--- src/rtl/rr_arb_pkg.sv ---
`default_nettype none
// ============================================================================
//  Module   : rr_arb_pkg
//  Purpose  : Shared constants and helpers for the round-robin resource arbiter
//  Revision : 1.0  initial release
// ============================================================================
package rr_arb_pkg;

    // Helpers work on a fixed maximum width; callers zero-extend/truncate.
    localparam int c_MAX_N     = 32;
    localparam int c_MAX_IDX_W = 5;

    localparam logic [1:0] c_ST_IDLE  = 2'd0;
    localparam logic [1:0] c_ST_GRANT = 2'd1;
    localparam logic [1:0] c_ST_GAP   = 2'd2;

    function automatic logic [c_MAX_IDX_W-1:0] onehot_to_idx(input logic [c_MAX_N-1:0] v);
        logic [c_MAX_IDX_W-1:0] idx;
        idx = '0;
        for (int i = 0; i < c_MAX_N; i++) begin
            if (v[i]) idx = idx | i[c_MAX_IDX_W-1:0];
        end
        return idx;
    endfunction

    // Rotate an n-bit one-hot value left by one position, wrapping bit n-1 to bit 0.
    function automatic logic [c_MAX_N-1:0] rotl1(input logic [c_MAX_N-1:0] v, input int n);
        logic [c_MAX_N-1:0] mask;
        mask = {c_MAX_N{1'b1}} >> (c_MAX_N - n);
        return ((v << 1) | (v >> (n - 1))) & mask;
    endfunction

endpackage
`default_nettype wire

--- src/rtl/rr_pick.sv ---
`default_nettype none
// ============================================================================
//  Module   : rr_pick
//  Purpose  : Combinational round-robin winner select (double-width masked PE)
//  Revision : 1.0  initial release
// ============================================================================
module rr_pick #(
    parameter int N = 4
) (
    input  logic [N-1:0] i_req,
    input  logic [N-1:0] i_prio_ptr,
    output logic [N-1:0] o_winner,
    output logic         o_any_req
);

    logic [N-1:0]   w_mask;
    logic [2*N-1:0] w_dbl;
    logic [2*N-1:0] w_lowest;

    // Low half holds requests at or above the pointer; the high half holds all
    // requests, so the lowest set bit of the whole word is the wrapped winner.
    assign w_mask    = ~(i_prio_ptr - N'(1));
    assign w_dbl     = {i_req, i_req & w_mask};
    assign w_lowest  = w_dbl & (~w_dbl + (2*N)'(1));
    assign o_winner  = w_lowest[N-1:0] | w_lowest[2*N-1:N];
    assign o_any_req = |i_req;

endmodule
`default_nettype wire

--- src/rtl/rr_resource_arbiter.sv ---
`default_nettype none
// ============================================================================
//  Module   : rr_resource_arbiter
//  Purpose  : Round-robin arbiter with hold limit sharing one resource among N
//             requesters (N up to 32). release_txn is the transaction-complete
//             strobe ("release" is a reserved word).
//  Revision : 1.0  initial release
// ============================================================================
module rr_resource_arbiter
    import rr_arb_pkg::*;
#(
    parameter int N        = 4,
    parameter int MAX_HOLD = 8,
    parameter int IDX_W    = $clog2(N)
) (
    input  logic             clk,
    input  logic             reset,
    input  logic [N-1:0]     req,
    input  logic             release_txn,
    output logic [N-1:0]     grant,
    output logic             grant_valid,
    output logic [IDX_W-1:0] grant_idx,
    output logic             timeout,
    output logic [N-1:0]     prio_ptr
);

    localparam int c_HOLD_W = (MAX_HOLD > 0) ? $clog2(MAX_HOLD + 1) : 1;

    logic [1:0]          r_state,       w_state_nxt;
    logic [N-1:0]        r_grant,       w_grant_nxt;
    logic                r_grant_valid, w_valid_nxt;
    logic [IDX_W-1:0]    r_grant_idx,   w_idx_nxt;
    logic [N-1:0]        r_prio_ptr,    w_ptr_nxt;
    logic [c_HOLD_W-1:0] r_hold_cnt,    w_hold_nxt;
    logic                w_timeout;

    logic [N-1:0] w_winner;
    logic         w_any_req;
    logic         w_owner_req;
    logic         w_hold_hit;
    logic         w_exit;

    rr_pick #(.N(N)) u_pick (
        .i_req      (req),
        .i_prio_ptr (r_prio_ptr),
        .o_winner   (w_winner),
        .o_any_req  (w_any_req)
    );

    assign w_owner_req = |(req & r_grant);
    assign w_hold_hit  = (MAX_HOLD != 0) && (r_hold_cnt == c_HOLD_W'(MAX_HOLD));
    assign w_exit      = release_txn | ~w_owner_req | w_hold_hit;

    always_comb begin
        w_state_nxt = r_state;
        w_grant_nxt = r_grant;
        w_idx_nxt   = r_grant_idx;
        w_ptr_nxt   = r_prio_ptr;
        w_hold_nxt  = r_hold_cnt;
        w_timeout   = 1'b0;
        case (r_state)
            // The gap cycle is the single dead slot between owners; the next
            // owner is chosen at its closing edge, exactly as from idle.
            c_ST_IDLE, c_ST_GAP: begin
                w_state_nxt = c_ST_IDLE;
                w_grant_nxt = '0;
                w_idx_nxt   = '0;
                w_hold_nxt  = '0;
                if (w_any_req) begin
                    w_state_nxt = c_ST_GRANT;
                    w_grant_nxt = w_winner;
                    w_idx_nxt   = IDX_W'(onehot_to_idx(c_MAX_N'(w_winner)));
                    w_ptr_nxt   = N'(rotl1(c_MAX_N'(w_winner), N));
                    w_hold_nxt  = c_HOLD_W'(1);
                end
            end
            c_ST_GRANT: begin
                if (w_exit) begin
                    w_state_nxt = c_ST_GAP;
                    w_grant_nxt = '0;
                    w_idx_nxt   = '0;
                    w_hold_nxt  = '0;
                    w_timeout   = w_hold_hit & ~release_txn & w_owner_req & ~reset;
                end else if (MAX_HOLD != 0) begin
                    w_hold_nxt  = r_hold_cnt + c_HOLD_W'(1);
                end
            end
            default: begin
                w_state_nxt = c_ST_IDLE;
                w_grant_nxt = '0;
                w_idx_nxt   = '0;
                w_hold_nxt  = '0;
            end
        endcase
        w_valid_nxt = |w_grant_nxt;
    end

    always_ff @(posedge clk) begin
        if (reset) begin
            r_state       <= c_ST_IDLE;
            r_grant       <= '0;
            r_grant_valid <= 1'b0;
            r_grant_idx   <= '0;
            r_prio_ptr    <= N'(1);
            r_hold_cnt    <= '0;
        end else begin
            r_state       <= w_state_nxt;
            r_grant       <= w_grant_nxt;
            r_grant_valid <= w_valid_nxt;
            r_grant_idx   <= w_idx_nxt;
            r_prio_ptr    <= w_ptr_nxt;
            r_hold_cnt    <= w_hold_nxt;
        end
    end

    assign grant       = r_grant;
    assign grant_valid = r_grant_valid;
    assign grant_idx   = r_grant_idx;
    assign prio_ptr    = r_prio_ptr;
    assign timeout     = w_timeout;

endmodule
`default_nettype wire

--- config.mk ---
export PLATFORM = sky130hd
export DESIGN_NAME = rr_resource_arbiter
export DESIGN_NICKNAME = d
export VERILOG_FILES = /design/src/rtl/rr_arb_pkg.sv /design/src/rtl/rr_pick.sv /design/src/rtl/rr_resource_arbiter.sv
export SDC_FILE = /design/constraint.sdc
export NUM_CORES = 1
export LEC_CHECK = 0
export ABC_AREA = 1
export CAP_MARGIN = 20
export CORE_MARGIN = 5
export CORE_UTILIZATION = 45
export CTS_BUF_LIST = sky130_fd_sc_hd__clkbuf_4 sky130_fd_sc_hd__clkbuf_8
export CTS_CLUSTER_DIAMETER = 120
export DETAILED_ROUTE_END_ITERATION = 16
export PLACE_DENSITY = 0.72
export SLEW_MARGIN = 40
export SYNTH_ARGS = -nofsm -noshare
export SYNTH_HDL_FRONTEND = slang
export SYNTH_SLANG_ARGS = --single-unit
--- constraint.sdc ---
create_clock -name clk -period 3 [get_ports clk]
set_input_delay 0.9 -clock clk [delete_from_list [all_inputs] [get_ports clk]]
set_output_delay 0.9 -clock clk [all_outputs]
set_load 0.03 [all_outputs]
==> qor.txt <==
Status = finished, final reports clean
Initial antenna violation count = 0
Worst slack at placement = 92.0 ps
Total stage count of the critical path = 6
Vias = 861
CP startpoint kind = primary input
Synth top area share = 0.383
CP max stage cell = clkdlybuf4s50_1
Post-synth top cells = 38 x nand2_1, 19 x inv_1, 17 x dfxtp_1
Root Driver = clkbuf_4
Switching share of power = 0.334
Crit path capture type = output port
Depth of the most critical reg-to-reg path = 9
Vias in the first global route = 838
Worst skew pair latency = 290 ps
Core Util, Final = 0.612
CTS tree = built
FMAX = 0.341 GHz
CP Cell Sequence = clkdlybuf4s50_1 > nand2_1 > nand2_1 > nor2_2 > nor4_2 > buf_4
Layout area overhead = 32.2%
CTS H-tree depth = 1
Min-Delay Path Class = flip-flop to flip-flop
Worst hold slack = 494 ps
Seq/Total Area, Yosys = 0.383
Sequential cell area = 340 um2
Clock Path Buffers = 2
Max_cap viols = 0
Setup violations, final = 0
Drt first pass iters = 4
Fraction of layout cells with a size suffix above 1 = 0.127
Syn avg cell area = 6.84 um2
Die X = 54.5 um
CTS Hold Bufs = 0
Port bufs = 18
Mapped cell area = 890 um2
Synth Register Bits = 17
Core area = 1920 um2
Post-route DRC = 0
Pin count of the biggest net entering global routing = 12
Top-count cell post-synth = nand2_1
Syn Nets = 140
Avg WL per Cell = 10.9 um
WL final = 2000 um
Initial Util = 0.463
Cell mode on critical path = nand2_1
Logic pwr share = 0.290
Fin cells = 184
Max-slew violations = 0
Final hold vios = 0
Delay-heaviest family, CP = buffers and inverters
CP Data Arrival Time = 2030 ps
Synth top area cells = dfxtp_1 38%, nand2_1 16%, inv_1 8.0%, a21oi_1 5.6%, nor2_1 5.5%
CP Buf/Inv Count = 2
Hpwl dp = 1620 um
Warnings from Yosys = 0
Clock power frac = 0.233
Worst-case clock skew = 2.46 ps
CTS clk-pin slew, worst paths = 100 ps
PwrDens = 449 nW/um2
CP max stage delay = 510 ps
Hold path depth = 2
Initial DRC count = 11
Worst EP required = 2100 ps
I/O pin count = 19
Vias per cell = 4.68
Syn Inst Count = 130
Diodes inserted = 0
Die area = 2970 um2
Final RePlAce weighted congestion = 0.948
Relative slew slack = 0.786
DIE HEIGHT = 54.5 um
Final Cycle Share = 0.976
Max VDD drop = 0.218 mV
Filler cell count = 196
Post-synth EDFFs = 0
First-pass GRT wire length = 3390 um
Area of the multi-input gates = 475 um2
Total GRT Usage = 0.160
Switching power = 176 uW
CP Class = primary input to output port
Post-CTS setup buffer count = 0
Grt ovf = 0
Cts bufs inserted = 3
Post-synth ARST share = 0
Tightest Pin Transition = 319 ps
Sequential Power Share = 0.477
Fin worst setup slack = 70.7 ps
Placed insts = 180
Synth area leader = dfxtp_1
P_int = 352 uW
Synth Flop Type = dfxtp_1
Clock Sinks = 17
Fin crit period = 2930 ps
Final #Nets = 168
Critical Path Fanout Max = 2
Netlist cell types = 24
Leakage dissipation = 0.000541 uW
Post-route ant nets = 0
Std-Cell Rows = 16
-- kinds of logic after synthesis --
family,count (synthesis),synth area share
compound gates,14,0.0844
xor+xnor,2,0.0197
fa+ha+maj,3,0.0422
buf+inv,21,0.0900
flops,17,0.383
simple gates,73,0.381
-- cells in the final DEF (no fill, tap or decap), drive strengths merged, types with 2 or more instances in the layout --
| master | instances |
|---|---|
| dfxtp | 17 |
| clkinv | 2 |
| inv | 19 |
| clkbuf | 3 |
| buf | 7 |
| nor2 | 17 |
| a21oi | 10 |
| nand3 | 10 |
| o21ai | 2 |
| nand2 | 40 |
| nor3 | 2 |
| clkdlybuf4s50 | 17 |
| ha | 3 |
-- sequential cells by signal, summed over array words and instances, names as in the netlist --
signal and cells:
r_state 2, prio_ptr 4, r_hold_cnt 4, grant_valid 1, grant_idx 2, grant 4
-- worst reg2reg max path, delay by kind of cell (launching register included) --
kind / cells / cell delay [ps]
and+or+nand+nor: 6 / 520
DFF: 1 / 360
adders and majority gates: 1 / 330
AOI/OAI and AO/OA: 1 / 150
buffers and inverters: 1 / 110
-- path summary, 6_finish.rpt --
kind / from / to / slack [ps]
worst min register to register: grant[2] / grant[2] / 490
worst max register to register: prio_ptr[0] / grant_idx[0] / 1480
worst min-delay path: grant[2] / grant[2] / 490
worst max-delay path: req[3] / timeout / 70
-- through the flow --
stage	TNS [ps]	area (um2)	power (uW)
finish	0	1180	528
global route	-26.0	1180	564
CTS	0	1170	535
detailed placement	0	1140	411
global placement	0	1140	409
floorplan	0	890	352
-- metal layers --
layer	wire, um	vias to the layer above	track usage
met5	0	-	0
met4	24	0	0.0996
met3	68	2	0.0272
met2	1070	14	0.279
met1	838	383	0.180
li1	-	462	-
-- what timing repair did --
action                                  CTS  global route
endpoints found under the setup margin    0             1
gates resized for setup                   0             1
endpoints found under the hold margin     0             0
-- power groups by stage --
| stage | Sequential, uW | Clock [uW] | Combinational (uW) |
|---|---|---|---|
| final | 252 | 123 | 153 |
| after global routing | 255 | 140 | 170 |
| after CTS | 253 | 129 | 154 |
| after detailed placement | 258 | 0 | 153 |
| after global placement | 257 | 0 | 151 |
| after floorplan | 280 | 0 | 72.0 |
-- final cells by class --
cell class	count	share of cell area
Inverter	20	0.0649
Clock inverter	1	0.00426
Multi-Input combinational cell	92	0.404
Sequential cell	17	0.289
Clock buffer	3	0.0191
Timing Repair Buffer	24	0.189
Tap cell	27	0.0287
(Power assumes the default switching activity.)
